File: config.mk
export PLATFORM = sky130hd
export DESIGN_NAME = core_sequencer
export DESIGN_NICKNAME = d
export VERILOG_FILES = /design/src/rtl/core_sequencer.sv
export SDC_FILE = /design/constraint.sdc
export NUM_CORES = 1
export LEC_CHECK = 0
export CORE_UTILIZATION = 50
export DETAILED_ROUTE_END_ITERATION = 12
export PLACE_DENSITY = 0.86
export SLEW_MARGIN = 20
export SYNTH_ARGS = -nofsm -noshare
export SYNTH_HDL_FRONTEND = slang
export SYNTH_SLANG_ARGS = --single-unit
File: constraint.sdc
create_clock -name clk -period 5.02 [get_ports clk]
set_input_delay 1.255 -clock clk [delete_from_list [all_inputs] [get_ports clk]]
set_output_delay 1.255 -clock clk [all_outputs]
set_load 0.01 [all_outputs]
File: src/rtl/core_sequencer.sv
// core_sequencer: multi-cycle fetch/decode/mem/writeback control FSM for the RV32I softcore
module core_sequencer #(
  parameter logic [31:0] RESET_PC    = 32'h0000_0000,
  parameter int unsigned MEM_TIMEOUT = 255
) (
  input  logic        clk,
  input  logic        resetb,
  output logic        imem_req,
  output logic [31:0] imem_addr,
  input  logic        imem_ready,
  input  logic [31:0] imem_rdata,
  output logic [31:0] inst,
  input  logic        dec_exception,
  input  logic        dec_is_load,
  input  logic        dec_is_store,
  input  logic        dec_regwrite,
  input  logic [31:0] pc_next,
  output logic        dmem_req,
  output logic        dmem_we,
  input  logic        dmem_ready,
  output logic        rf_we,
  output logic [31:0] pc,
  output logic [31:0] instret,
  output logic        trap,
  output logic [1:0]  trap_cause
);
  typedef enum logic [2:0] {S_IDLE, S_FETCH, S_DECODE, S_MEM, S_WB, S_TRAP} state_t;
  localparam bit          TO_EN   = (MEM_TIMEOUT != 0);
  localparam logic [31:0] TO_LAST = MEM_TIMEOUT - 1;
  state_t      state_q, state_d;
  logic [31:0] pc_q, pc_d, inst_q, inst_d, instret_q, instret_d, cnt_q, cnt_d;
  logic        trap_q, trap_d;
  logic [1:0]  cause_q, cause_d;
  logic        timeout;
  // the last permitted wait cycle of a request has been reached without ready
  assign timeout = TO_EN && (cnt_q == TO_LAST);
  // next-state logic: sequencing, wait counting and trap capture
  always_comb begin
    state_d   = state_q;
    pc_d      = pc_q;
    inst_d    = inst_q;
    instret_d = instret_q;
    cnt_d     = cnt_q;
    trap_d    = trap_q;
    cause_d   = cause_q;
    case (state_q)
      S_IDLE: begin
        state_d = S_FETCH;
        cnt_d   = '0;
      end
      S_FETCH: begin
        if (imem_ready) begin
          inst_d  = imem_rdata;
          state_d = S_DECODE;
        end else if (timeout) begin
          state_d = S_TRAP;
          trap_d  = 1'b1;
          cause_d = 2'd2;
        end else begin
          cnt_d = cnt_q + 32'd1;
        end
      end
      S_DECODE: begin
        if (dec_exception) begin
          state_d = S_TRAP;
          trap_d  = 1'b1;
          cause_d = 2'd1;
        end else if (dec_is_load || dec_is_store) begin
          state_d = S_MEM;
          cnt_d   = '0;
        end else begin
          state_d = S_WB;
        end
      end
      S_MEM: begin
        if (dmem_ready) begin
          state_d = S_WB;
        end else if (timeout) begin
          state_d = S_TRAP;
          trap_d  = 1'b1;
          cause_d = 2'd3;
        end else begin
          cnt_d = cnt_q + 32'd1;
        end
      end
      S_WB: begin
        pc_d      = pc_next;
        instret_d = instret_q + 32'd1;
        state_d   = S_FETCH;
        cnt_d     = '0;
      end
      S_TRAP: state_d = S_TRAP;
      default: state_d = S_IDLE;
    endcase
  end
  // state registers; reset aborts any outstanding request immediately
  always_ff @(posedge clk or negedge resetb) begin
    if (!resetb) begin
      state_q   <= S_IDLE;
      pc_q      <= RESET_PC;
      inst_q    <= '0;
      instret_q <= '0;
      cnt_q     <= '0;
      trap_q    <= 1'b0;
      cause_q   <= 2'd0;
    end else begin
      state_q   <= state_d;
      pc_q      <= pc_d;
      inst_q    <= inst_d;
      instret_q <= instret_d;
      cnt_q     <= cnt_d;
      trap_q    <= trap_d;
      cause_q   <= cause_d;
    end
  end
  assign imem_req   = (state_q == S_FETCH);
  assign dmem_req   = (state_q == S_MEM);
  assign dmem_we    = dmem_req & dec_is_store;
  assign rf_we      = (state_q == S_WB) & dec_regwrite;
  assign imem_addr  = pc_q;
  assign pc         = pc_q;
  assign inst       = inst_q;
  assign instret    = instret_q;
  assign trap       = trap_q;
  assign trap_cause = cause_q;
endmodule

Yosys cells after proc, flatten, opt, wreduce, memory -nomap -nowiden
Cells that the tools add are included.
{"block": "totals", "out_inout_bits": 135, "word_cells": 56, "input_bits": 72, "reg_bits": 134}
{"block": "classes", "bitwise_logic": 2, "n_addsub": 2, "n_eq_ne": 13, "n_reduce_logical": 9, "mux": 23}
{"op": "32-bit two-way mux", "count": 5}
{"op": "32-bit one-hot mux with 4 select lines", "count": 1}
{"op": "32-bit by 1-bit adder with 32-bit output (second input constant)", "count": 2}
{"op": "32-bit by 8-bit == test with 1-bit output (second input constant)", "count": 1}
{"op": "3-bit two-way mux", "count": 5}
{"op": "3-bit one-hot mux with 5 select lines", "count": 1}
{"op": "2-bit two-way mux", "count": 5}
{"op": "2-bit != test (second input constant)", "count": 5}
{"op": "3-bit by 2-bit == test with 1-bit output (second input constant)", "count": 2}
{"op": "3-bit == test (second input constant)", "count": 2}
{"op": "2-bit one-hot mux with 3 select lines", "count": 1}
{"op": "6-bit AND reduction", "count": 1}
{"op": "5-bit AND reduction", "count": 1}
{"op": "1-bit two-way mux", "count": 4}
{"op": "2-bit by 1-bit != test with 1-bit output (second input constant)", "count": 2}
{"op": "4-bit AND reduction", "count": 1}
{"op": "4-bit nonzero test", "count": 1}
{"op": "3-bit by 1-bit == test with 1-bit output (second input constant)", "count": 1}
{"op": "3-bit logical NOT", "count": 1}
{"op": "1-bit one-hot mux with 3 select lines", "count": 1}
{"op": "3-bit nonzero test", "count": 1}
{"op": "1-bit AND", "count": 2}
{"op": "2-bit AND reduction", "count": 1}
{"op": "2-bit OR reduction", "count": 1}
{"op": "1-bit logical OR", "count": 1}

Logic depth before layout (Yosys ltp)
{"block": "depth", "depth_word": 4, "ltp_mapped": 9, "depth_no_buf": 7}

Least setup slack after synthesis
Ideal clock, no wire load.
{"block": "synth_timing", "path_type": "flip-flop to output port", "start": "register state_q[0]", "end": "output port rf_we", "arrival_ps": 1550, "path_slack_ps": 2215, "path_buffers": 2, "stages_incl_launch_ff": 5, "required_time_ps": 3765, "path_cell_list": "dfrtp_1 > nor3b_1 > clkbuf_1 > clkbuf_1 > and2_1"}
{"block": "synth_between", "elab_chain_len": 2}
{"element": "from (decl)", "line_no": "30", "source": "state_t state_q, state_d;"}
{"element": "from (signal assigned)", "line_no": "107", "source": "state_q <= state_d;"}
{"element": "3-bit == test", "line_no": "119", "source": "assign rf_we = (state_q == S_WB) & dec_regwrite;"}
{"element": "1-bit AND", "line_no": "119"}
{"element": "to (decl)", "line_no": "21", "source": "output logic rf_we,"}
Every way passes these cells.

Worst setup path after layout
{"block": "layout_timing", "start": "input port dec_is_store", "end": "output port dmem_we"}
{"block": "layout_between", "elab_chain_len": 1}
{"element": "from (decl)", "line_no": "15", "source": "input logic dec_is_store,"}
{"element": "1-bit AND", "line_no": "118", "source": "assign dmem_we = dmem_req & dec_is_store;"}
{"element": "to (decl)", "line_no": "19", "source": "output logic dmem_we,"}
Every way passes these cells.

==> results.ini <==
[grt]
antenna_found_initial = 0
grt_start_max_net_pins = 75
grt_pass1_vias = 5108
grt_pass1_wl_mm = 25.30
overflow = 0
grtUsageTotal_pct = 24.78

[pwr]
pwr-share-clk_pct = 25.2
p_sw_mw = 1.482
p_per_area_nw_per_um2 = 534.1
peakVddDrop_uv = 334.7
p_comb_share_pct = 40.1
p_leak_nw = 3.671
swShare_pct = 31.28
pwr-share-seq_pct = 34.8
intPower_mw = 3.257

[routing]
antenna_left = 0
drt_first_pass_iters = 4
wl_per_cell_um = 16.97
route.vias.total = 4993
drtIter0Drc = 308
drcViolationCount = 0
routed_wl_mm = 15.31
vias_per_cell = 5.535

[clock_tree]
cts_made_buffers = 17
cts_buffer_depth = 2
ctsHoldBuffers = 0
cts.clk_slew.worst_paths_ns = 0.05
clk_latency_ns = 0.41
htreeDepth = 4
clockRootBuffer = clkbuf_16
cts_tree = yes
cts_sinks = 134
post-cts-setup-buffers = 0
ctsResizeCount = 0

[sta]
period_share_pct = 74.67
post-route-min-period_ns = 3.748
fin_skew_ns = 0.008444
setup_slack_ns = 1.272
setup_tns_ns = 0
worstMarginPinSlew_ns = 0.9231
slew_violations = 0
slew_headroom_pct = 37.95
final-setup-viol-count = 0
rsz0062_at_grt = no
fmax_ghz = 0.2668
hold_viol = 0

[synthesis]
syn_area_per_cell_um2 = 11.50
seq_area_frac_synth_pct = 53.12
async_flop_share_pct = 100.0
synth_area_um2 = 6312
ys.flop_type = dfrtp_1
yosysWarnings = 0
synth_cells = 549
ys_types = 55
ys_seq_elements = 134
synth_fp_nets = 624
synth_edf_count = 0

[floorplanning]
die_h_um = 114.4
core_um2 = 12160
rows = 40
start_util_pct = 51.90
dieArea_um2 = 13080
ios = 207
die_w_um = 114.4

[placed_design]
numPortBuffers = 206
place.gp.congestion = 0.8942
hpwlAfterDp_mm = 10.88
dp_slack_ns = 1.163

[critical_path]
crit_top_cell = clkdlybuf4s50_1
worstPathCellList = clkdlybuf4s50_1 -> and3_1 -> clkdlybuf4s50_1
cp_slowest_cell = clkdlybuf4s50_1
cp-start-kind = primary input
r2r_cells = 8
worst-path-stages = 3
worstPathArrival_ns = 2.49
worstPathRequired_ns = 3.76
path_class = primary input to output port
cp_num_buf_inv = 2
cpLargestDelayFamily = buffers and inverters
cp-end-kind = output port
cpPeakStageDelay_ns = 0.54
crit_fanout = 3

[final_layout]
diodes = 0
final_core_util_pct = 72.96
drive_gt1_share_pct = 14.31
nNetsFinal = 797
area_growth_pct = 40.57

[status]
status = complete, no violations

[run]
cap_viol_max_count = 0

[worst_hold_path]
hold_depth = 1
hold_path_class = flip-flop to flip-flop

## layer usage
layer	track usage, %	share of wire, %	vias to the layer above
met5	0	0	-
met4	11.26	2.6	0
met3	6.088	6.5	33
met2	42.95	51	219
met1	29.09	39	2434
li1	-	-	2307
## cell usage in the layout, fill, tap and decap left out, drive strengths merged, types with 5 or more instances in the layout
cell type	netlist	final
mux2	66	66
o31ai	9	9
buf	37	6
clkdlybuf4s50	0	205
xor2	13	13
inv	6	6
xnor2	27	27
o21ai	17	17
nand3	16	16
a21oi	17	17
nor4	7	7
or3	10	10
a211oi	5	5
and4	12	12
nand2	32	32
nor2	30	30
o211ai	5	5
nand4	15	15
dfrtp	134	134
or4	8	8
clkbuf	20	22
and3	17	17
## cell families (layout without fill, tap and decap cells)
kind of cell               after synthesis  count (layout)  share of synthesized area [%]
buffers and inverters                   63             248                          5.748
and+or+nand+nor                        167             167                          14.91
xor gates and xnor gates                40              40                          5.550
muxes                                   67              67                          11.93
AOI/OAI and AO/OA                       75              75                          8.147
adders and majority gates                3               3                         0.5947
DFF                                    134             134                          53.12
## registers in the layout (all words and copies together) (netlist names)
register and flops:
trap 1, state_q 3, imem_addr 32, cnt_q 32, inst 32, instret 32, trap_cause 2
## power by group through the flow
stage	logic (mW)	registers, mW	clock network, mW
CTS	1.92	1.65	1.21
floorplan	0.888	1.74	0
finish	1.90	1.65	1.19
global route	2.03	1.70	1.26
global placement	1.86	1.64	0
detailed placement	1.90	1.67	0
## Yosys cell counts, drive strengths merged (6+ instances only)
cell type,number,share of area [%]
or4,8,0.95
mux2,66,12
xor2,13,1.8
nor4,7,0.79
inv,6,0.36
o31ai,9,1.1
and4,12,1.7
nand4,15,1.6
and3,17,1.7
clkbuf,20,1.2
or3,10,0.99
dfrtp,134,53
a21oi,17,1.4
xnor2,27,3.7
o21ai,17,1.3
buf,37,4.2
nand3,16,1.3
nor2,30,1.9
nand2,32,1.9
## final cells by class
class	count	area, µm²
multi-input cells	352	2611
clock inverters	9	102.6
flip-flops and latches	134	3353
clock buffers	22	464.2
inverters	6	22.52
repair buffers	211	2110
well taps	168	210.2
fillers	820	3288
## metrics by stage
stage	total power, mW	area, µm²	instances	hold slack [ns]
after floorplan	2.628	6312	549	0.4729
after global placement	3.499	8304	871	0.4545
after detailed placement	3.571	8304	871	0.4727
after CTS	4.779	8871	902	0.4855
after global routing	4.982	8874	902	0.4921
final	4.739	8874	902	0.4774
## worst register-to-register path: stages (launching register included)
cell     delay [ns]
dfrtp_1        0.42
inv_1          0.09
ha_1           0.18
nor4b_1        0.23
nand4_1        0.19
nor4_2         0.85
buf_4          0.33
or3b_1         0.16
mux2i_1        0.17
## worst paths after layout
kind                         startpoint       endpoint  slack [ns]
max in group asynchronous        resetb  imem_addr[16]        3.23
setup reg to reg               cnt_q[0]       cnt_q[2]        2.32
hold / removal              instret[31]    instret[31]        0.48
min in group asynchronous        resetb    instret[28]        0.92
hold reg to reg             instret[31]    instret[31]        0.48
setup / recovery           dec_is_store        dmem_we        1.27
No activity file was read; power rests on OpenSTA's default activity.
